==> config.mk <==
export PLATFORM = sky130hd
export DESIGN_NAME = enemy_swarm_move_flat
export DESIGN_NICKNAME = d
export VERILOG_FILES = /design/src/rtl/game_pkg.sv /design/src/rtl/enemy_swarm_move_if.sv /design/src/rtl/lfsr10.sv /design/src/rtl/enemy_swarm_move.sv /design/src/flat_wrapper.sv
export SDC_FILE = /design/constraint.sdc
export NUM_CORES = 1
export LEC_CHECK = 0
export ABC_CLOCK_PERIOD_IN_PS = 7500
export BUFFER_PORTS_ARGS = -buffer_cell sky130_fd_sc_hd__clkbuf_2
export CAP_MARGIN = 20
export CELL_PAD_IN_SITES_DETAIL_PLACEMENT = 1
export CELL_PAD_IN_SITES_GLOBAL_PLACEMENT = 2
export CORE_ASPECT_RATIO = 0.6
export CORE_MARGIN = 2
export CORE_UTILIZATION = 35
export DETAILED_ROUTE_END_ITERATION = 12
export HOLD_SLACK_MARGIN = 0.05
export PLACE_DENSITY_LB_ADDON = 0.1
export SYNTH_ARGS = -nofsm -noshare
export SYNTH_HDL_FRONTEND = slang
export SYNTH_SLANG_ARGS = --single-unit
==> constraint.sdc <==
create_clock -name clk_22 -period 7.5 [get_ports clk_22]
set_input_delay 0.75 -clock clk_22 [delete_from_list [all_inputs] [get_ports clk_22]]
set_output_delay 0.75 -clock clk_22 [all_outputs]
set_load 0.03 [all_outputs]
==> src/rtl/game_pkg.sv <==
// game_pkg: shared screen geometry, LFSR taps, motion modes and spawn helper.
package game_pkg;
    localparam int COORD_W = 10;
    localparam int SCREEN_W = 640;
    localparam int SCREEN_H = 480;
    localparam int LFSR_TAP_A = 9;
    localparam int LFSR_TAP_B = 6;
    localparam logic MODE_DIAG = 1'b0;
    localparam logic MODE_LEFT = 1'b1;
    typedef enum logic {ALIVE, DEAD} enemy_state_e;
    function automatic logic [COORD_W-1:0] wrap_spawn(input logic [COORD_W-1:0] v, input int base, input int span);
        return COORD_W'(base + int'(v) % span);
    endfunction
endpackage

==> src/rtl/enemy_swarm_move_if.sv <==
// enemy_swarm_move_if: control inputs from game logic and per-enemy sprite outputs.
interface enemy_swarm_move_if import game_pkg::*; #(parameter int N_ENEMY = 4);
    logic pause;
    logic mode;
    logic [COORD_W-1:0] seed;
    logic [N_ENEMY-1:0] hit;
    logic [COORD_W*N_ENEMY-1:0] pos_x;
    logic [COORD_W*N_ENEMY-1:0] pos_y;
    logic [N_ENEMY-1:0] show_valid;
    logic [N_ENEMY-1:0] kill_pulse;
    logic [3:0] alive_cnt;
    modport master(output pause, mode, seed, hit, input pos_x, pos_y, show_valid, kill_pulse, alive_cnt);
    modport slave(input pause, mode, seed, hit, output pos_x, pos_y, show_valid, kill_pulse, alive_cnt);
endinterface

==> src/rtl/lfsr10.sv <==
// lfsr10: 10-bit Fibonacci LFSR, x^10+x^7+1, loaded from seed on reset.
module lfsr10 import game_pkg::*; (
    input  logic clk,
    input  logic rst,
    input  logic en,
    input  logic [COORD_W-1:0] seed,
    output logic [COORD_W-1:0] num
);
    always_ff @(posedge clk) begin
        if (rst) num <= seed;
        else if (en) num <= {num[COORD_W-2:0], num[LFSR_TAP_A] ^ num[LFSR_TAP_B]};
    end
endmodule

==> src/rtl/enemy_swarm_move.sv <==
// enemy_swarm_move: N independent leftward-moving enemies with edge/hit kill,
// cooldown and pseudo-random respawn.
module enemy_swarm_move import game_pkg::*; #(
    parameter int N_ENEMY  = 4,
    parameter int STEP     = 5,
    parameter int CD_TICKS = 100,
    parameter int EDGE     = 3,
    parameter int X_MAX    = SCREEN_W,
    parameter int Y_MAX    = SCREEN_H,
    parameter int SPAWN_X0 = 430,
    parameter int SPAWN_XW = 200,
    parameter int SPAWN_Y0 = 40,
    parameter int SPAWN_YH = 430
) (
    input logic clk_22,
    input logic rst,
    enemy_swarm_move_if.slave bus
);
    localparam int CD_W = (CD_TICKS >= 128) ? $clog2(CD_TICKS + 1) : 7;
    localparam logic [COORD_W-1:0] STEP_C = COORD_W'(STEP);
    localparam logic [COORD_W-1:0] EDGE_C = COORD_W'(EDGE);
    localparam logic [COORD_W-1:0] XMAX_C = COORD_W'(X_MAX);
    localparam logic [COORD_W-1:0] YMAX_C = COORD_W'(Y_MAX);
    localparam logic [CD_W-1:0] CD_LAST = CD_W'(CD_TICKS);
    logic [COORD_W*N_ENEMY-1:0] px, py;
    logic [N_ENEMY-1:0] sv, kpv, alive_nxt;
    logic [3:0] cnt, cnt_r;
    genvar g;
    generate
        for (g = 0; g < N_ENEMY; g++) begin : ch
            logic [COORD_W-1:0] s, r, num, rot, x, y;
            logic [CD_W-1:0] cd;
            enemy_state_e st;
            logic kp, off;
            assign s = bus.seed ^ COORD_W'(g * 'h089);
            assign r = (s == '0) ? COORD_W'(1) : s;
            assign rot = {num[4:0], num[9:5]};
            // underflowed coordinates wrap high and are caught by the max tests
            assign off = x < EDGE_C || x >= XMAX_C || y < EDGE_C || y >= YMAX_C;
            lfsr10 u_lfsr (.clk(clk_22), .rst(rst), .en(!bus.pause), .seed(r), .num(num));
            always_ff @(posedge clk_22) begin
                if (rst) begin
                    st <= ALIVE;
                    cd <= '0;
                    kp <= 1'b0;
                    x  <= wrap_spawn(r, SPAWN_X0, SPAWN_XW);
                    y  <= wrap_spawn(r, SPAWN_Y0, SPAWN_YH);
                end else if (!bus.pause) begin
                    kp <= 1'b0;
                    if (st == DEAD) begin
                        cd <= (cd == CD_LAST) ? '0 : cd + CD_W'(1);
                        if (cd == CD_LAST) begin
                            st <= ALIVE;
                            x  <= wrap_spawn(num, SPAWN_X0, SPAWN_XW);
                            y  <= wrap_spawn(rot, SPAWN_Y0, SPAWN_YH);
                        end
                    end else if (off) begin
                        st <= DEAD;
                        cd <= '0;
                    end else if (bus.hit[g]) begin
                        st <= DEAD;
                        cd <= '0;
                        kp <= 1'b1;
                    end else begin
                        x <= x - STEP_C;
                        y <= (bus.mode == MODE_LEFT) ? y : num[0] ? y + STEP_C : y - STEP_C;
                    end
                end
            end
            assign alive_nxt[g] = bus.pause ? (st == ALIVE) : (st == DEAD) ? (cd == CD_LAST) : !(off || bus.hit[g]);
            assign px[COORD_W*g +: COORD_W] = x;
            assign py[COORD_W*g +: COORD_W] = y;
            assign sv[g] = (st == ALIVE);
            assign kpv[g] = kp;
        end
    endgenerate
    always_comb begin
        cnt = '0;
        for (int i = 0; i < N_ENEMY; i++) cnt = cnt + {3'b000, alive_nxt[i]};
    end
    always_ff @(posedge clk_22) cnt_r <= rst ? 4'(N_ENEMY) : cnt;
    assign bus.pos_x = px;
    assign bus.pos_y = py;
    assign bus.show_valid = sv;
    assign bus.kill_pulse = kpv;
    assign bus.alive_cnt = cnt_r;
endmodule

==> src/flat_wrapper.sv <==
// flat-port wrapper written by rule: the top's interface ports become plain ports
module enemy_swarm_move_flat import game_pkg::*;
#(
    parameter int N_ENEMY  = 4,
    parameter int STEP     = 5,
    parameter int CD_TICKS = 100,
    parameter int EDGE     = 3,
    parameter int X_MAX    = SCREEN_W,
    parameter int Y_MAX    = SCREEN_H,
    parameter int SPAWN_X0 = 430,
    parameter int SPAWN_XW = 200,
    parameter int SPAWN_Y0 = 40,
    parameter int SPAWN_YH = 430
)
  (clk_22, rst, bus_pause, bus_mode, bus_seed, bus_hit, bus_pos_x, bus_pos_y, bus_show_valid, bus_kill_pulse, bus_alive_cnt);
  enemy_swarm_move_if #(.N_ENEMY(N_ENEMY)) bus_i ();
  input logic clk_22;
  input logic rst;
  input wire logic [$bits(bus_i.pause)-1:0] bus_pause;
  input wire logic [$bits(bus_i.mode)-1:0] bus_mode;
  input wire logic [$bits(bus_i.seed)-1:0] bus_seed;
  input wire logic [$bits(bus_i.hit)-1:0] bus_hit;
  output wire logic [$bits(bus_i.pos_x)-1:0] bus_pos_x;
  output wire logic [$bits(bus_i.pos_y)-1:0] bus_pos_y;
  output wire logic [$bits(bus_i.show_valid)-1:0] bus_show_valid;
  output wire logic [$bits(bus_i.kill_pulse)-1:0] bus_kill_pulse;
  output wire logic [$bits(bus_i.alive_cnt)-1:0] bus_alive_cnt;
  assign bus_i.pause = bus_pause;
  assign bus_i.mode = bus_mode;
  assign bus_i.seed = bus_seed;
  assign bus_i.hit = bus_hit;
  assign bus_pos_x = bus_i.pos_x;
  assign bus_pos_y = bus_i.pos_y;
  assign bus_show_valid = bus_i.show_valid;
  assign bus_kill_pulse = bus_i.kill_pulse;
  assign bus_alive_cnt = bus_i.alive_cnt;
  enemy_swarm_move #(.N_ENEMY(N_ENEMY), .STEP(STEP), .CD_TICKS(CD_TICKS), .EDGE(EDGE), .X_MAX(X_MAX), .Y_MAX(Y_MAX), .SPAWN_X0(SPAWN_X0), .SPAWN_XW(SPAWN_XW), .SPAWN_Y0(SPAWN_Y0), .SPAWN_YH(SPAWN_YH)) u_core (.clk_22(clk_22), .rst(rst), .bus(bus_i));
endmodule
==> metrics, run 1 <==
CP Launch Type=primary input; hold_buf cts=0; H-tree depth=4; clk slew on worst S/H paths=around 0.08 ns; Post-CTS Setup Inserts=0; flop2flop setup slack=2.17 ns; Setup Skew=around 0.017 ns; PwrDens=~210 nW/um^2; cts repair resizes=0; Max Root-Sink Buffers=2; clk_lat worst skew=a little under 0.5 ns; Setup Total Neg Slack=0 ns; CP startpoint=bus_seed[2]; syn avg cell area=7.518 sq um; DRC Markers=0; Final Hold Viols=0; outcome=finished clean; P_leak=approximately 8.9 nW; I/O Pins=110; Ys Warns=0; Worst Path Arrival=6.37 ns; die height=198.5 um; initial antenna violation count=3; Hold Path End=u_core.ch[1].kp$_SDFFE_PP0N_; router iterations before antenna repair=5; Netlist cell types=115; most frequent cells in the layout=nor2_1 (286), a21oi_1 (243), nand2_1 (233), o21ai_0 (212), xnor2_1 (161); Overall Global Routing Usage=0.2727; max-slew violations=0; Stages on worst setup path=17; flops & latches, synth=between 150 and 200; CTS Sinks=159; Syn-to-layout area delta=7.528%; largest net degree at the start of global routing=70; port bufs=108; WP buf/inv=2; DRT iter0 DRCs=1891; layout cells sized above 1=0.09066; hold path startpoint=u_core.ch[1].kp$_SDFFE_PP0N_; crit path cell chain=clkbuf_2 > clkinv_1 > ha_1 > and4bb_1 > nand2b_1 > a21oi_1 > ha_1 > o41a_1 > a21oi_1 > o21ai_2 > mux2i_1 > a2111oi_0 > nor3_1 > a221oi_1 > a21boi_1 > mux2i_1 > o32ai_1; Mapped Cells=roughly 3000; Filler Cells Inserted=7713; crit end category=register; Crit Reg-Reg Endpoint=u_core.ch[3].y[9]$_DFFE_PP_; vias in the first global route=22770; Cells on Worst Hold Path=2; peak supply drop=0.0001353 V; hpwl dp=69.03 mm; mapped cell area=between 20000 and 25000 sq um; slowest CP cell=a2111oi_0; cell row count=71; final WL=about 90 mm; Max Cap Viol=0; Worst Reg2Reg Path Length in Cells=15; Placement Cell Area=23170 sq um; Seq/Total Area, Yosys=0.1986; f_max=about 160 MHz; Top delay family on crit path=compound AO/OA/AOI/OAI gates; Core Region=62540 sq um; Slew @ Worst Pin=1.102 ns; WS Path Type=in -> reg; Wirelength per Cell=between 20 and 25 um; reg2reg start=u_core.ch[3].u_lfsr.num[7]$_DFFE_PN_; most common cell after layout, fill and taps aside=nor2_1; asr flop ratio synth=0; post-DR vias/cell=6.134; CTS tree=built; Synth Flop Type=edfxtp_1; Largest stage delay, worst path=about 0.7 ns; Vias=23090; number of enable flip-flop cells after synthesis=120; type of the worst min-delay path=reg -> reg; Die ar.=65160 sq um; grt ovf=0; post-route cell area=roughly 24000 sq um; Syn Nets=3095; first-pass GRT wire length=139.0 mm; Required @ worst endpoint=approximately 7.7 ns; die width=328.2 um; Tmin final=6.164 ns; antenna-violating nets left=0; setup violators final=0; total CTS buffers=17; crit path max fanout=19; Nets=about 3100; final core occ=0.3795; period utilization=0.8219; Slew HR=0.2602; RSZ-0062 raised after global routing=false; routability cong.=0.9088; clock root cell=clkbuf_16; Initial Utilization=0.3530
-- worst max-delay path by stage --
stage	endpoint	slack (ns)
2_1_floorplan	u_core.ch[0].x[9]$_DFFE_PP_	1.70
3_3_place_gp	u_core.ch[1].x[8]$_DFFE_PP_	1.26
3_5_place_dp	u_core.ch[1].x[8]$_DFFE_PP_	0.93
4_1_cts	u_core.ch[1].x[8]$_DFFE_PP_	1.45
5_1_grt	u_core.ch[1].x[8]$_DFFE_PP_	0.97
6_report	u_core.ch[1].x[8]$_DFFE_PP_	1.34
-- through the flow --
step                      hold slack, ns  std cells  setup slack (ns)  power, mW
final                             0.5057       3764             1.336      4.966
after global routing              0.5374       3762            0.9714      5.310
after CTS                         0.5140       3762             1.450      4.968
after detailed placement          0.4986       3730            0.9345      4.041
after global placement            0.4775       3730             1.259      3.973
after floorplan                   0.4583       2936             1.699      3.258
-- worst reg2reg max path: stages, from the launching register on --
cell and delay, ns:
edfxtp_1 0.69, ha_1 0.35, and2_1 0.18, nand3_1 0.13
a21oi_1 0.52, a21boi_1 0.36, xnor2_1 0.15, o311ai_1 0.76
nand2_1 0.17, xnor2_1 0.29, ha_1 0.27, nand4b_1 0.13
nand3_1 0.15, or4_1 0.50, a311oi_1 0.39, a31o_2 0.16
-- cell usage after synthesis, types with 30 or more instances --
cell | number | area, sq um
nor2_1 | 286 | 1074
a21oi_1 | 243 | 1216
nand2_1 | 234 | 878.3
o21ai_0 | 213 | 1066
xnor2_1 | 161 | 1410
clkbuf_1 | 140 | 525.5
ha_1 | 136 | 1702
edfxtp_1 | 120 | 3603
inv_1 | 116 | 435.4
nand3_1 | 95 | 475.5
xor2_1 | 86 | 753.2
nor3_1 | 82 | 410.4
mux2i_1 | 53 | 530.5
a211oi_1 | 47 | 352.8
dfxtp_1 | 39 | 780.8
o211ai_1 | 39 | 292.8
a31oi_1 | 37 | 231.5
a21o_1 | 34 | 255.2
o21a_1 | 34 | 255.2
and2_1 | 33 | 206.5
nor4_1 | 33 | 206.5
nand2b_1 | 32 | 200.2
nor2b_1 | 32 | 200.2
o31ai_1 | 30 | 225.2
-- registers in the layout, indices dropped and copies added (netlist names) --
signal	count
u_core.ch.u_lfsr.num	40
u_core.ch.x	40
u_core.ch.y	40
u_core.ch.cd	28
u_core.ch.kp	4
u_core.ch.st	4
u_core.bus.alive_cnt	3
-- cells by family (layout without fill, tap and decap cells) --
family	Yosys count	in the layout	share of synthesized area
AOI/OAI and AO/OA	986	986	0.3026
buffers and inverters	313	300	0.05629
and+or+nand+nor	1017	1017	0.2284
xor gates and xnor gates	249	249	0.09999
DFF	159	159	0.1986
other	1	3	0.0001699
adders and majority gates	149	149	0.08525
muxes	62	62	0.02863
-- cell type report --
cell class / instances / area (sq um) / share of cell area
diodes: 2 / 5.005 / 0.0002109
multi-input cells: 2464 / 16450 / 0.6930
well taps: 839 / 1050 / 0.04423
clock inverters: 13 / 96.34 / 0.004059
inverters: 123 / 461.7 / 0.01945
clock buffers: 19 / 464.2 / 0.01956
flip-flops and latches: 159 / 4384 / 0.1847
repair buffers: 145 / 824.5 / 0.03474
-- layer usage --
metal / vias to the layer above / GRT usage / wire length, um
met5: - / 0 / 0
met1: 11590 / 0.4090 / 46120
met3: 75 / 0.04936 / 5120
met2: 575 / 0.4040 / 37430
li1: 10850 / - / -
met4: 0 / 0.05243 / 1216
-- power by group --
| part | internal, mW | switching (mW) |
|---|---|---|
| logic | 0.978 | 1.73 |
| clock network | 0.457 | 0.443 |
| registers | 1.12 | 0.237 |
| total | 2.56 | 2.41 |
No activity file was read; power rests on OpenSTA's default activity.
==> inputs of run 2 (changes only) <==
ABC_CLOCK_PERIOD_IN_PS = 5000   (was 7500)
CORE_UTILIZATION = 34   (was 35)
clock period = 5 ns   (was 7.5 ns; I/O delays follow)
==> run 2 against run 1 <==
Net effect: non-clock buffer count rose by 174; critical endpoint is now u_core.ch[3].y[9]$_DFFE_PP_; routed wire length rose by 7.1%; sequential share of layout area fell by 1.1 points; utilization rose by 1.2 points; first-iteration DRC count rose by 1.5%; clock-buffer cell count rose by 1; register-to-register slack got worse by 1.8 ns; design area rose by 6.2%; via count rose by 3.2%; hold slack got worse by 0.10 ns; global-route usage rose by 1.1 points; power rose by 57%.
==> metrics, run 2 (synthesis gave the netlist of run 1 again) <==
Initial Utilization=0.3432; Syn-to-layout area delta=14.20%; Die ar.=67040 sq um; DP Cell Count=3914; port bufs=108; outcome=finished clean; Core Region=about 64000 sq um; CTS Sinks=159; Max Cap Viol=0; clk slew on worst S/H paths=roughly 0.07 ns; peak supply drop=0.0002111 V; final WL=96.28 mm; crit end category=register; antenna-violating nets left=0; Flop pwr share=0.252; type of the worst min-delay path=in -> reg; multi-input logic area=approximately 17000 sq um; Logic pwr share=0.564; die width=332.9 um; total CTS buffers=17; largest net degree at the start of global routing=72; Final Hold Viols=0; die height=201.4 um; max-slew violations=0; Filler Cells Inserted=7930; first-pass GRT wire length=148.0 mm; Max Root-Sink Buffers=2; router iterations before antenna repair=5; Slew HR=0.3278; Overall Global Routing Usage=0.2834; Clk pwr share=0.184; I/O Pins=between 100 and 150; Vias=23820; P_leak=9.761 nW; clock root cell=clkbuf_16; most frequent cells in the layout=nor2_1 (286), a21oi_1 (242), nand2_1 (233), o21ai_0 (211), buf_4 (207); Final Non-Filler Cells=3948; cell row count=72; PwrDens=310.1 nW/um^2; Tmin final=4.622 ns; met3 Resource Use GR=0.05127; grt ovf=0; vias in the first global route=23510; pre-CTS setup slack=-0.01656 ns; setup violators final=0; Nets=3243; most common cell after layout, fill and taps aside=nor2_1; top flop regs=u_core.ch.u_lfsr.num: 40 flops, u_core.ch.x: 40 flops, u_core.ch.y: 40 flops; M1 GR Usage=0.4305; Required @ worst endpoint=5.37 ns; CTS tree=built; sw power=3.709 mW; sw frac=0.4745; post-DR vias/cell=6.033; register area=around 4400 sq um; CP Launch Type=register; clk_lat worst skew=0.50 ns; routability cong.=0.9146; layout cells sized above 1=0.1453; DRT iter0 DRCs=1919; H-tree depth=4; post-route setup slack=roughly 0.38 ns; busiest grt layer=met1; Int Pwr=4.108 mW; Slew @ Worst Pin=between 0.9 and 1 ns; routing usage on met2=0.4158; f_max=216.4 MHz; Worst Path Arrival=5.00 ns; hold_ws=0.4030 ns; initial antenna violation count=3; period utilization=0.9244; WS Path Type=reg -> reg; RSZ-0062 raised after global routing=false; Setup Skew=0.01346 ns; final core occ=0.3919; crit path max fanout=7; Wirelength per Cell=24.39 um; hpwl dp=76.35 mm; DRC Markers=0
## run 2: changes by cell type in the layout (fill, tap and decap cells not counted), moves of 3 or more
cell,previous run,this run
buf_4,37,207
buf_12,0,3
inv_6,6,3
clkbuf_1,0,3
bufinv_16,0,3
clkinvlp_4,0,4
## run 2: repair_timing
item | CTS | global route
endpoints found under the hold margin | 0 | 0
resized for setup | 0 | 11
setup buffers | 0 | 1
endpoints found under the setup margin | 0 | 8
hold buffers | 0 | 0
## run 2: cell type report
| class | count | area share |
|---|---|---|
| Sequential cell | 159 | 0.1739 |
| Multi-Input combinational cell | 2464 | 0.6559 |
| Antenna cell | 1 | 0.00009927 |
| Tap cell | 851 | 0.04224 |
| Inverter | 123 | 0.01846 |
| Clock buffer | 20 | 0.01732 |
| Timing Repair Buffer | 319 | 0.08592 |
| Clock inverter | 11 | 0.006105 |
## run 2: per-stage QoR
| step | TNS (ns) | cell area, sq um | total power, mW |
|---|---|---|---|
| 2_1_floorplan | -0.1650 | 22120 | 4.893 |
| 3_3_place_gp | 0 | 24530 | 6.231 |
| 3_5_place_dp | -0.01656 | 24550 | 6.322 |
| 4_1_cts | 0 | 25140 | 7.791 |
| 5_1_grt | 0 | 25210 | 8.343 |
| 6_report | 0 | 25210 | 7.816 |
## run 2: critical path, stage by stage, from the launching register on
cell	delay (ns)
edfxtp_1	0.38
inv_1	0.19
ha_1	0.20
nor2b_1	0.19
nand3_1	0.18
a21oi_1	0.29
buf_4	0.19
mux2_2	0.39
a21oi_1	0.31
o311ai_2	0.18
nand2_1	0.16
xnor2_2	0.15
ha_1	0.25
nand4b_1	0.13
nand3_1	0.14
or4_1	0.50
a311oi_1	0.37
buf_4	0.19
a31o_2	0.09
## run 2: final timing paths
check | from | end | slack (ns) | cells past startpoint
hold reg to reg | u_core.ch[2].kp$_SDFFE_PP0N_ | u_core.ch[2].kp$_SDFFE_PP0N_ | 0.50 | 2
setup reg to reg | u_core.ch[3].u_lfsr.num[2]$_DFFE_PN_ | u_core.ch[3].y[9]$_DFFE_PP_ | 0.38 | 18
setup / recovery | u_core.ch[3].u_lfsr.num[2]$_DFFE_PN_ | u_core.ch[3].y[9]$_DFFE_PP_ | 0.38 | 18
hold / removal | rst | u_core.ch[2].kp$_SDFFE_PP0N_ | 0.40 | 2
## run 2: power by group through the flow
stage	registers, mW	logic [mW]	clock network, mW
finish	1.97	4.41	1.44
global placement	1.98	4.25	0
floorplan	2.11	2.78	0
detailed placement	1.99	4.33	0
global route	2.00	4.83	1.51
CTS	1.96	4.36	1.47
## run 2: per-layer routing
metal	up-vias	wire, um
met5	-	0
met4	0	1071
met3	59	6303
met2	684	39960
met1	11900	48940
li1	11180	-
